<file path="config.mk">
export PLATFORM = sky130hd
export DESIGN_NAME = seq_fixed_mul_flat
export DESIGN_NICKNAME = d
export VERILOG_FILES = /design/src/rtl/seq_fixed_mul_if.sv /design/src/rtl/seq_fixed_mul.sv /design/src/flat_wrapper.sv
export SDC_FILE = /design/constraint.sdc
export NUM_CORES = 1
export LEC_CHECK = 0
export ABC_AREA = 1
export CAP_MARGIN = 40
export CORE_MARGIN = 5
export CORE_UTILIZATION = 55
export DETAILED_ROUTE_END_ITERATION = 16
export GPL_TIMING_DRIVEN = 1
export PLACE_DENSITY_LB_ADDON = 0.12
export SLEW_MARGIN = 20
export SYNTH_ARGS = -nofsm -noshare
export SYNTH_HDL_FRONTEND = slang
export SYNTH_SLANG_ARGS = --single-unit
</file>
<file path="constraint.sdc">
create_clock -name clk -period 3.4 [get_ports clk]
set_input_delay 0.85 -clock clk [delete_from_list [all_inputs] [get_ports clk]]
set_output_delay 0.85 -clock clk [all_outputs]
set_load 0.01 [all_outputs]
</file>
<file path="src/rtl/seq_fixed_mul_if.sv">
// Start/done arithmetic handshake between a requesting sequencer (master)
// and a multi-cycle arithmetic responder (slave).
interface seq_fixed_mul_if #(
    parameter int unsigned WIDTH = 24
);
    logic [WIDTH-1:0] a;
    logic [WIDTH-1:0] b;
    logic             start;
    logic [WIDTH-1:0] answer;
    logic             done;
    logic             busy;

    modport master (
        output a,
        output b,
        output start,
        input  answer,
        input  done,
        input  busy
    );

    modport slave (
        input  a,
        input  b,
        input  start,
        output answer,
        output done,
        output busy
    );
endinterface

</file>
<file path="src/rtl/seq_fixed_mul.sv">
// Multi-cycle signed Q-format multiplier: radix-2 shift-add on operand
// magnitudes, then round-half-away-from-zero, saturation and sign restore.
module seq_fixed_mul #(
    parameter int unsigned WIDTH = 24,
    parameter int unsigned FRAC  = 12
) (
    input  logic           clk,
    input  logic           rst,
    seq_fixed_mul_if.slave bus
);
    localparam int unsigned AW = 2 * WIDTH;
    localparam int unsigned CW = $clog2(WIDTH + 1);

    localparam logic [AW-1:0] ROUND   = AW'(64'(1) << (FRAC - 1));
    localparam logic [AW-1:0] POS_MAX = AW'((64'(1) << (WIDTH - 1)) - 64'(1));
    localparam logic [AW-1:0] NEG_MAX = AW'(64'(1) << (WIDTH - 1));

    localparam logic [WIDTH-1:0] SAT_POS = {1'b0, {(WIDTH-1){1'b1}}};
    localparam logic [WIDTH-1:0] SAT_NEG = {1'b1, {(WIDTH-1){1'b0}}};

    typedef enum logic [1:0] {
        IDLE,
        MUL,
        NORM,
        DONE
    } state_t;

    state_t           state;
    state_t           state_nxt;
    logic [WIDTH-1:0] mplier;
    logic [AW-1:0]    mcand;
    logic [AW-1:0]    acc;
    logic             sign;
    logic [CW-1:0]    cnt;
    logic [WIDTH-1:0] answer_q;

    logic [AW-1:0]    rounded;
    logic [AW-1:0]    mag;
    logic [WIDTH-1:0] mag_w;
    logic [WIDTH-1:0] norm_result;

    // Two's-complement magnitude; the most negative value maps to itself,
    // which is exactly its unsigned magnitude.
    function automatic logic [WIDTH-1:0] magnitude(input logic [WIDTH-1:0] x);
        return x[WIDTH-1] ? (~x + WIDTH'(1)) : x;
    endfunction

    always_ff @(posedge clk) begin
        state <= rst ? IDLE : state_nxt;
    end

    always_comb begin
        state_nxt = state;
        case (state)
            IDLE: if (bus.start) state_nxt = MUL;
            MUL:  if (cnt == CW'(1)) state_nxt = NORM;
            NORM: state_nxt = DONE;
            DONE: state_nxt = IDLE;
            default: state_nxt = IDLE;
        endcase
    end

    // Rounding on the magnitude gives round-half-away-from-zero once the
    // sign is restored; a zero magnitude negates to zero, never -0.
    always_comb begin
        rounded     = acc + ROUND;
        mag         = rounded >> FRAC;
        mag_w       = mag[WIDTH-1:0];
        norm_result = sign ? (~mag_w + WIDTH'(1)) : mag_w;
        if (!sign && (mag > POS_MAX)) begin
            norm_result = SAT_POS;
        end else if (sign && (mag > NEG_MAX)) begin
            norm_result = SAT_NEG;
        end
    end

    always_ff @(posedge clk) begin
        if (rst) begin
            mplier   <= '0;
            mcand    <= '0;
            acc      <= '0;
            sign     <= 1'b0;
            cnt      <= '0;
            answer_q <= '0;
        end else begin
            case (state)
                IDLE: begin
                    if (bus.start) begin
                        mcand  <= AW'(magnitude(bus.a));
                        mplier <= magnitude(bus.b);
                        sign   <= bus.a[WIDTH-1] ^ bus.b[WIDTH-1];
                        acc    <= '0;
                        cnt    <= CW'(WIDTH);
                    end
                end
                MUL: begin
                    if (mplier[0]) begin
                        acc <= acc + mcand;
                    end
                    mcand  <= mcand << 1;
                    mplier <= mplier >> 1;
                    cnt    <= cnt - CW'(1);
                end
                NORM: begin
                    answer_q <= norm_result;
                end
                default: ;
            endcase
        end
    end

    assign bus.answer = answer_q;
    assign bus.done   = (state == DONE);
    assign bus.busy   = (state != IDLE);
endmodule

</file>
<file path="src/flat_wrapper.sv">
// flat-port wrapper written by rule: the top's interface ports become plain ports
module seq_fixed_mul_flat 
#(
    parameter int unsigned WIDTH = 24,
    parameter int unsigned FRAC  = 12
)
  (clk, rst, bus_a, bus_b, bus_start, bus_answer, bus_done, bus_busy);
  seq_fixed_mul_if #(.WIDTH(WIDTH)) bus_i ();
  input  logic clk;
  input  logic rst;
  input wire logic [$bits(bus_i.a)-1:0] bus_a;
  input wire logic [$bits(bus_i.b)-1:0] bus_b;
  input wire logic [$bits(bus_i.start)-1:0] bus_start;
  output wire logic [$bits(bus_i.answer)-1:0] bus_answer;
  output wire logic [$bits(bus_i.done)-1:0] bus_done;
  output wire logic [$bits(bus_i.busy)-1:0] bus_busy;
  assign bus_i.a = bus_a;
  assign bus_i.b = bus_b;
  assign bus_i.start = bus_start;
  assign bus_answer = bus_i.answer;
  assign bus_done = bus_i.done;
  assign bus_busy = bus_i.busy;
  seq_fixed_mul #(.WIDTH(WIDTH), .FRAC(FRAC)) u_core (.clk(clk), .rst(rst), .bus(bus_i));
endmodule
</file>
== Yosys cells after proc, flatten, opt, wreduce, memory -nomap -nowiden ==
Index checks and enable logic that the tools add are counted.

* Add/sub/neg operators: 6
* Muxes and demuxes: 17
* Order comparisons: 2
* Bitwise operators: 4
* Reduce and logical (&&, ||, !) cells: 10
* Eq/ne operators: 7

{| class="wikitable"
|+ Operators with widths
! kind !! count
|-
| 48-bit one-hot mux with 2 select lines || 2
|-
| 24-bit 2-to-1 mux || 6
|-
| 48-bit 2-to-1 mux || 3
|-
| 24-bit by 1-bit adder with 24-bit output, second input constant || 3
|-
| 24-bit NOT || 3
|-
| 48-bit by 12-bit adder with 48-bit output, second input constant || 1
|-
| 48-bit adder || 1
|-
| 24-bit one-hot mux with 2 select lines || 1
|-
| 36-bit by 23-bit greater-than comparator with 1-bit output, second input constant || 1
|-
| 36-bit by 24-bit greater-than comparator with 1-bit output, second input constant || 1
|-
| 5-bit one-hot mux with 2 select lines || 1
|-
| 2-bit one-hot mux with 4 select lines || 1
|-
| 2-bit AND reduction || 3
|-
| 5-bit by 1-bit equality test with 1-bit output, second input constant || 1
|-
| 5-bit 2-to-1 mux || 1
|-
| 5-bit by 1-bit subtractor with 5-bit output, second input constant || 1
|-
| 2-bit equality test, second input constant || 2
|-
| 2-bit 2-to-1 mux || 2
|-
| 2-bit by 1-bit != test with 1-bit output, second input constant || 2
|-
| 2-bit nonzero test || 2
|-
| 3-bit AND reduction || 1
|-
| 2-bit by 1-bit equality test with 1-bit output, second input constant || 1
|-
| 1-bit logical AND || 2
|-
| 2-bit zero test || 1
|-
| 3 further kinds || 3
|}

* Logic and storage cells: 53
* Input bits: 51
* Register bits after elaboration: 152

== Longest topological paths before layout ==
Gate-level depths: netlist (run 1).

* Depth after elaboration: 6
* Mapped depth: 19
* Depth with buffers taken out: 19

== Worst setup path after synthesis (run 1) ==
OpenSTA, ideal clock, no wires.

* Kind: register to register
* From: reg u_core.acc[11]
* To: reg u_core.answer_q[1] (netlist: u_core.bus.answer[1])
* Cell stages (with the launch flop): 16
* Data arrival time: 2335 ps
* Data required time: 3334 ps
* Clock period less this slack: 2401 ps
* Path slack: 999 ps
* Setup time: 66 ps
* Path buffers: 1
* Path through: dfxtp_1 -> ha_1 -> or2_2 -> nand2_1 -> ha_1 -> nand3_1 -> nor2_1 -> nand3_2 -> nor2_4 -> nand3_2 -> nor2_2 -> nand3_2 -> nand2_4 -> buf_6 -> nand2_2 -> a21oi_2

* Cells in the longest elaborated chain, start to end: 6
* Elaborated cells between the ends (all ways): 10

{| class="wikitable"
|+ RTL lines
! what !! RTL line !! source
|-
| start: declaration || seq_fixed_mul.sv:32 || <nowiki>logic [AW-1:0] acc;</nowiki>
|-
| start signal: assignment || seq_fixed_mul.sv:98 || <nowiki>acc <= acc + mcand;</nowiki>
|-
| 48-bit by 12-bit adder with 48-bit output (*) || seq_fixed_mul.sv:66 || <nowiki>rounded = acc + ROUND;</nowiki>
|-
| 24-bit NOT || seq_fixed_mul.sv:69 || <nowiki>norm_result = sign ? (~mag_w + WIDTH'(1)) : mag_w;</nowiki>
|-
| 24-bit by 1-bit adder with 24-bit output || seq_fixed_mul.sv:69 ||
|-
| 24-bit 2-to-1 mux || seq_fixed_mul.sv:69 ||
|-
| 24-bit 2-to-1 mux || seq_fixed_mul.sv:72 || <nowiki>end else if (sign && (mag > NEG_MAX)) begin</nowiki>
|-
| 24-bit 2-to-1 mux (*) || seq_fixed_mul.sv:70 || <nowiki>if (!sign && (mag > POS_MAX)) begin</nowiki>
|-
| end signal: assignment || seq_fixed_mul.sv:105 || <nowiki>answer_q <= norm_result;</nowiki>
|-
| end: declaration || seq_fixed_mul.sv:35 || <nowiki>logic [WIDTH-1:0] answer_q;</nowiki>
|}

Mark *: on every way between the ends. The rest lies on a longest branch, timed or not.
A chain may end at the register's enable or synchronous reset.

== Worst setup path in the final report (run 1) ==
* From: reg u_core.acc[13]
* To: reg u_core.acc[26]

* Cells in the longest elaborated chain, start to end: 3

{| class="wikitable"
|+ RTL lines
! what !! RTL line !! source
|-
| 48-bit adder || seq_fixed_mul.sv:98 ||
|-
| 48-bit 2-to-1 mux || seq_fixed_mul.sv:97 || <nowiki>if (mplier[0]) begin</nowiki>
|-
| 48-bit one-hot mux with 2 select lines || seq_fixed_mul.sv:86 || <nowiki>case (state)</nowiki>
|}

No other way between the ends. The select of a mux whose other input is x is not followed.

==> impl_metrics.env, run 1 <==
export IMPL_switching_share=0.409
export IMPL_post_synth_top_count_cell="nand2_1"
export IMPL_busiest_layer="met2"
export IMPL_clockBufferDepth=2
export IMPL_reg2reg_to="u_core.acc[26]"
export IMPL_initial_core_util=0.557
export IMPL_die_area_mm2=0.0250
export IMPL_netlist_top_cells_count="nand2_1 (523), a21oi_1 (255), nor2_1 (235), inv_1 (182), o21ai_0 (154)"
export IMPL_synth_edf_count=0
export IMPL_fin_worst_skew_ns=0.0158
export IMPL_tightest_slew_ns=0.759
export IMPL_dp_hpwl_um=28200
export IMPL_clock_root_buffer="clkbuf_16"
export IMPL_required_ns=3.68
export IMPL_p_sw_mw=2.85
export IMPL_maxSlewViolCount=0
export IMPL_synthesis_nets=2098
export IMPL_p_int_mw=4.13
export IMPL_hold_path_class="reg -> reg"
export IMPL_p_leak_nw=5.50
export IMPL_cts_resized=0
export IMPL_clock_sinks=152
export IMPL_dominantRegCellSynth="dfxtp_1"
export IMPL_port_buffers=76
export IMPL_die_y_um=158
export IMPL_critPathMaxFanout=8
export IMPL_holdPathEnd="u_core.mplier[19]"
export IMPL_worstSetupPathType="reg -> reg"
export IMPL_synth_top_area_share=0.252
export IMPL_vias=13043
export IMPL_drcViolationCount=0
export IMPL_grt_pass1_vias=12056
export IMPL_first_pass_iters=5
export IMPL_power_per_cell_area_mw_per_mm2=510
export IMPL_path_clk_slew_ns=0.07
export IMPL_fin_crit_sh=0.839
export IMPL_r2r_slack_ns=0.55
export IMPL_cts_tree="yes"
export IMPL_finalCriticalPeriod_ns=2.85
export IMPL_nFillCells=2152
export IMPL_finalHoldViolations=0
export IMPL_syn_to_final_growth_pct=13.3
export IMPL_hold_buffers=0
export IMPL_grt_ovfl_total=0
export IMPL_grt_pass1_wl_um=59500
export IMPL_grt_usage=0.291
export IMPL_antenna_found_initial=0
export IMPL_synth_top_area_cell="dfxtp_1"
export IMPL_drv_cap=0
export IMPL_avgSynthCellArea_um2=6.07
export IMPL_initialDrtViolationCount=1065
export IMPL_holdPathStages=2
export IMPL_r2r_start="u_core.acc[13]"
export IMPL_synthArstFlopShare=0
export IMPL_pwr_share_seq=0.338
export IMPL_grt_met3_usage=0.0476
export IMPL_synth_seq_cells=152
export IMPL_yosys_cell_types_count=44
export IMPL_htree_levels=4
export IMPL_max_slew_margin=0.494
export IMPL_power_frac_comb=0.393
export IMPL_clkPwrFrac=0.269
export IMPL_setup_violations=0
export IMPL_max_clock_freq_ghz=0.350
export IMPL_vias_per_cell=5.59
export IMPL_start_kind="register"
export IMPL_use_met1=0.387
export IMPL_utilization=0.631
export IMPL_io_pins=77
export IMPL_die_w_um=158
export IMPL_yosysSeqAreaShare=0.252
export IMPL_arrival_ns=3.14
export IMPL_stdcell_count=2334
export IMPL_placed_cells=2302
export IMPL_grt_max_degree=53
export IMPL_syn_area_mm2=0.0121
export IMPL_ant_nets=0
export IMPL_antenna_cells=0
export IMPL_synthCells=1988
export IMPL_rows=54
export IMPL_fp_coreArea_mm2=0.0217
export IMPL_cts_made_buffers=17
export IMPL_gp_congestion=1.01
export IMPL_routed_wl_um=35900
export IMPL_rsz0062_at_grt="no"
export IMPL_status="completed"
export IMPL_ys_top_cells_by_area="dfxtp_1 (25%), nand2_1 (16%), a21oi_1 (11%)"
export IMPL_hold_path_startpoint="u_core.mplier[19]"
export IMPL_post_cts_setup_buffers=0
export IMPL_nNetsFinal=2151
export IMPL_r2r_cells=10
export IMPL_drive_gt1_frac=0.0672
export IMPL_grt_util_met2=0.480
export IMPL_endpoint_kind="register"
export IMPL_clk_latency_ns=0.43
export IMPL_synth_warning_count=0
export IMPL_ir_drop_uv=358
export IMPL_tns_ns=0
export IMPL_wl_per_cell_um=15.4
==> metal layers <==
metal,wire length (µm),up-vias
li1,-,6742
met1,16600,5894
met2,16400,349
met3,1890,58
met4,978,0
met5,0,-
==> critical path, cell delays in order, from the launching register on <==
cell     delay [ns]
dfxtp_1        0.54
ha_1           0.35
a21oi_1        0.24
o21ai_0        0.21
a21oi_1        0.25
nand2_1        0.11
a21oi_1        0.32
o21ai_0        0.24
or2_2          0.32
nand3_1        0.07
a21oi_1        0.06
==> how the worst max path moves through the flow <==
| stage | slack [ns] | startpoint | depth (start not counted) | to |
|---|---|---|---|---|
| finish | 0.55 | u_core.acc[13] | 10 | u_core.acc[26] |
| global route | 0.26 | u_core.acc[11] | 15 | u_core.bus.answer[23] |
| CTS | 0.56 | u_core.acc[11] | 15 | u_core.bus.answer[23] |
| detailed placement | 0.45 | bus_b[4] | 13 | u_core.mplier[21] |
| global placement | 0.50 | bus_start | 10 | u_core.acc[12] |
| floorplan | 1.0 | u_core.acc[11] | 15 | u_core.bus.answer[1] |
==> through the flow <==
| stage | total power, mW | cell area (µm²) | hold WS (ns) | setup WS (ns) |
|---|---|---|---|---|
| after CTS | 6.99 | 13700 | 0.465 | 0.556 |
| after floorplan | 4.22 | 12100 | 0.442 | 0.999 |
| after detailed placement | 5.11 | 13100 | 0.454 | 0.448 |
| after global placement | 5.06 | 13100 | 0.451 | 0.498 |
| final | 6.98 | 13700 | 0.464 | 0.547 |
| after global routing | 7.48 | 13700 | 0.480 | 0.259 |
==> state kept, by name (all words and copies together) (netlist names) <==
register,cells
u_core.acc,48
u_core.bus.answer,24
u_core.cnt,5
u_core.mcand,48
u_core.mplier,24
u_core.sign,1
u_core.state,2
==> layout make-up <==
cell class / count / area (µm²) / share of cell area
Multi-Input combinational cell: 1583 / 8060 / 0.589
Inverter: 189 / 709 / 0.0518
Tap cell: 280 / 350 / 0.0256
Clock buffer: 20 / 467 / 0.0341
Sequential cell: 152 / 3040 / 0.222
Timing Repair Buffer: 98 / 948 / 0.0693
Clock inverter: 12 / 105 / 0.00768
==> power by group through the flow <==
| stage | Combinational, mW | Clock [mW] | Sequential, mW |
|---|---|---|---|
| 2_1_floorplan | 1.87 | 0 | 2.35 |
| 3_3_place_gp | 2.68 | 0 | 2.38 |
| 3_5_place_dp | 2.73 | 0 | 2.38 |
| 4_1_cts | 2.74 | 1.91 | 2.35 |
| 5_1_grt | 3.09 | 1.99 | 2.39 |
| 6_report | 2.74 | 1.88 | 2.36 |
==> logic make-up after synthesis <==
kind of cell               synth area share
buffers and inverters                0.0815
and+or+nand+nor                       0.340
xor gates and xnor gates             0.0210
AOI/OAI and AO/OA                     0.244
adders and majority gates            0.0618
DFF                                   0.252
==> placed cells by master, fill, tap and decap left out, types with 21 or more instances in the layout <==
cell type,synthesis,layout
nor2_1,235,235
ha_1,58,58
nand4_1,21,21
dfxtp_1,152,152
inv_1,182,181
nand2_1,523,523
clkdlybuf4s50_1,0,75
o211ai_1,33,33
a21oi_1,255,255
a31oi_1,22,22
o21ai_0,154,153
buf_4,0,21
nand3_1,84,84
Note: power is estimated with default switching activity, not from simulation.
==> inputs of run 2 (changes only) <==
==> constraint.sdc (replaced) <==
create_clock -name clk -period 3 [get_ports clk]
set_input_delay 0.75 -clock clk [delete_from_list [all_inputs] [get_ports clk]]
set_output_delay 0.75 -clock clk [all_outputs]
set_load 0.01 [all_outputs]
==> run 2 against run 1 <==
  * Setup slack got worse by 0.33 ns
  * Global-route usage decreased by 0.44 points
  * Critical path depth unchanged
  * Sequential share of layout area decreased by 0.10 points
==> impl_metrics.env, run 2 (same netlist as run 1, synthesis figures left out) <==
export IMPL_io_pins=77
export IMPL_cts_made_buffers=17
export IMPL_fin_worst_skew_ns=0.0130
export IMPL_top_regs="u_core.acc (48), u_core.mcand (48)"
export IMPL_power_frac_comb=0.389
export IMPL_antenna_cells=0
export IMPL_vias=13060
export IMPL_path_clk_slew_ns=0.07
export IMPL_stdcell_count=2338
export IMPL_arrival_ns=3.08
export IMPL_multi_input_area_mm2=0.00808
export IMPL_setup_violations=0
export IMPL_total_power_mw=7.97
export IMPL_maxSlewViolCount=0
export IMPL_grt_pass1_vias=11980
export IMPL_hold_path_class="reg -> reg"
export IMPL_htree_levels=4
export IMPL_timing_hold_ws_ns=0.462
export IMPL_layout_commonest_cell="nand2_1"
export IMPL_finalCriticalPeriod_ns=2.79
export IMPL_fp_coreArea_mm2=0.0217
export IMPL_pwr_share_seq=0.335
export IMPL_max_stage_delay_ns=0.51
export IMPL_vias_per_cell=5.59
export IMPL_critPathMaxFanout=7
export IMPL_max_clock_freq_ghz=0.359
export IMPL_clk_latency_ns=0.44
export IMPL_path_common_cell="a21oi_1"
export IMPL_finalHoldViolations=0
export IMPL_clkPwrFrac=0.275
export IMPL_port_buffers=76
export IMPL_grt_pass1_wl_um=58700
export IMPL_ant_nets=0
export IMPL_slowest_stage="dfxtp_1"
export IMPL_switching_share=0.407
export IMPL_tns_ns=0
export IMPL_tightest_slew_ns=0.788
export IMPL_initialDrtViolationCount=1046
export IMPL_fin_crit_sh=0.929
export IMPL_utilization=0.634
export IMPL_critical_path_top_delay_family="compound AO/OA/AOI/OAI gates"
export IMPL_final_cell_mix="nand2_1 (523), a21oi_1 (255), nor2_1 (235)"
export IMPL_placed_cells=2306
export IMPL_first_pass_iters=5
export IMPL_critPathBufInv=0
export IMPL_ir_drop_uv=537
export IMPL_nNetsFinal=2155
export IMPL_die_area_mm2=0.0250
export IMPL_clockBufferDepth=2
export IMPL_status="completed"
export IMPL_syn_to_final_growth_pct=13.9
export IMPL_max_slew_margin=0.474
export IMPL_die_y_um=158
export IMPL_drive_gt1_frac=0.0690
export IMPL_rows=54
export IMPL_die_w_um=158
export IMPL_drcViolationCount=0
export IMPL_grt_ovfl_total=0
export IMPL_clock_sinks=152
export IMPL_p_int_mw=4.72
export IMPL_clock_root_buffer="clkbuf_16"
export IMPL_rsz0062_at_grt="no"
export IMPL_initial_core_util=0.557
export IMPL_worstSetupPathType="reg -> reg"
export IMPL_power_per_cell_area_mw_per_mm2=580
export IMPL_required_ns=3.29
export IMPL_antenna_found_initial=0
export IMPL_grt_usage=0.286
export IMPL_p_sw_mw=3.25
export IMPL_cts_tree="yes"
export IMPL_p_leak_nw=5.52
export IMPL_dp_hpwl_um=27900
export IMPL_endpoint_kind="register"
export IMPL_drv_cap=0
export IMPL_wl_per_cell_um=15.4
export IMPL_grt_max_degree=75
export IMPL_nFillCells=2159
export IMPL_start_kind="register"
export IMPL_cp_cell_sequence="ha_1 > a21oi_1 > o21ai_0 > a21oi_1 > nand2_1 > a21oi_1 > o21ai_0 > or2_2 > nand3_1 > a21oi_1"
export IMPL_routed_wl_um=36000
export IMPL_gp_congestion=0.997
export IMPL_regArea_mm2=0.00304
## run 2: cell types whose count changed in the layout (fill, tap and decap cells not counted)
cell | before | now
bufinv_16 | 0 | 1
ha_1 | 58 | 57
buf_4 | 21 | 24
clkinv_4 | 4 | 3
clkbuf_1 | 0 | 1
clkbuf_8 | 3 | 1
clkinvlp_4 | 0 | 1
inv_6 | 3 | 2
buf_12 | 2 | 3
inv_8 | 3 | 4
ha_4 | 0 | 1
## run 2: worst reg2reg max path: cells and delay by family (launching register included)
kind	cells	cell delay, ns
flip-flops	1	0.51
AND/OR/NAND/NOR	3	0.49
adder cells (fa/ha/maj)	1	0.34
AO/OA/AOI/OAI	6	1.31
## run 2: through the flow
stage | worst slack (ns) | instance area [µm²]
2_1_floorplan | 0.599 | 12100
3_3_place_gp | 0.187 | 13200
3_5_place_dp | 0.0749 | 13200
4_1_cts | 0.160 | 13700
5_1_grt | 0.0153 | 13700
6_report | 0.212 | 13700
## run 2: metal layers
| metal | part of all wire | wire length (µm) | up-vias | GRT usage |
|---|---|---|---|---|
| met3 | 0.055 | 1960 | 83 | 0.0451 |
| met4 | 0.036 | 1310 | 0 | 0.114 |
| met5 | 0 | 0 | - | 0 |
| met2 | 0.45 | 16200 | 376 | 0.463 |
| met1 | 0.46 | 16500 | 5856 | 0.383 |
| li1 | - | - | 6745 | - |
## run 2: final timing paths
kind / from / endpoint / slack [ns] / depth (start not counted)
max: u_core.acc[16] / u_core.acc[25] / 0.21 / 10
min: u_core.mplier[19] / u_core.mplier[19] / 0.46 / 2
max reg2reg: u_core.acc[16] / u_core.acc[25] / 0.21 / 10
min reg2reg: u_core.mplier[19] / u_core.mplier[19] / 0.46 / 2
## run 2: area by class of cell
cell class | instances | share of cell area
clock buffer | 19 | 0.0322
clock inverter | 13 | 0.00992
inverter | 189 | 0.0516
multi-input combinational | 1583 | 0.587
sequential | 152 | 0.221
tap | 280 | 0.0255
timing repair buffer | 102 | 0.0721
## run 2: what timing repair did
action,CTS,global route
hold buffers,0,0
gates resized for setup,0,2
setup buffers,0,0
endpoints found under the setup margin,0,14
endpoints found under the hold margin,0,0
## run 2: power by group through the flow
stage	registers, mW	clock network, mW	logic (mW)
finish	2.67	2.19	3.10
CTS	2.67	2.23	3.11
global route	2.71	2.31	3.49
floorplan	2.67	0	2.12
global placement	2.70	0	3.06
detailed placement	2.71	0	3.10
==> inputs of run 3 (changes only) <==
--- a/config.mk
+++ b/config.mk
@@ -11,6 +11,7 @@
 export CORE_UTILIZATION = 55
 export DETAILED_ROUTE_END_ITERATION = 16
 export GPL_TIMING_DRIVEN = 1
+export HOLD_SLACK_MARGIN = 0.08
 export PLACE_DENSITY_LB_ADDON = 0.12
 export SLEW_MARGIN = 20
 export SYNTH_ARGS = -nofsm -noshare
==> results of run 3 <==
Final layout, timing and power as in run 2 (identical DEF).
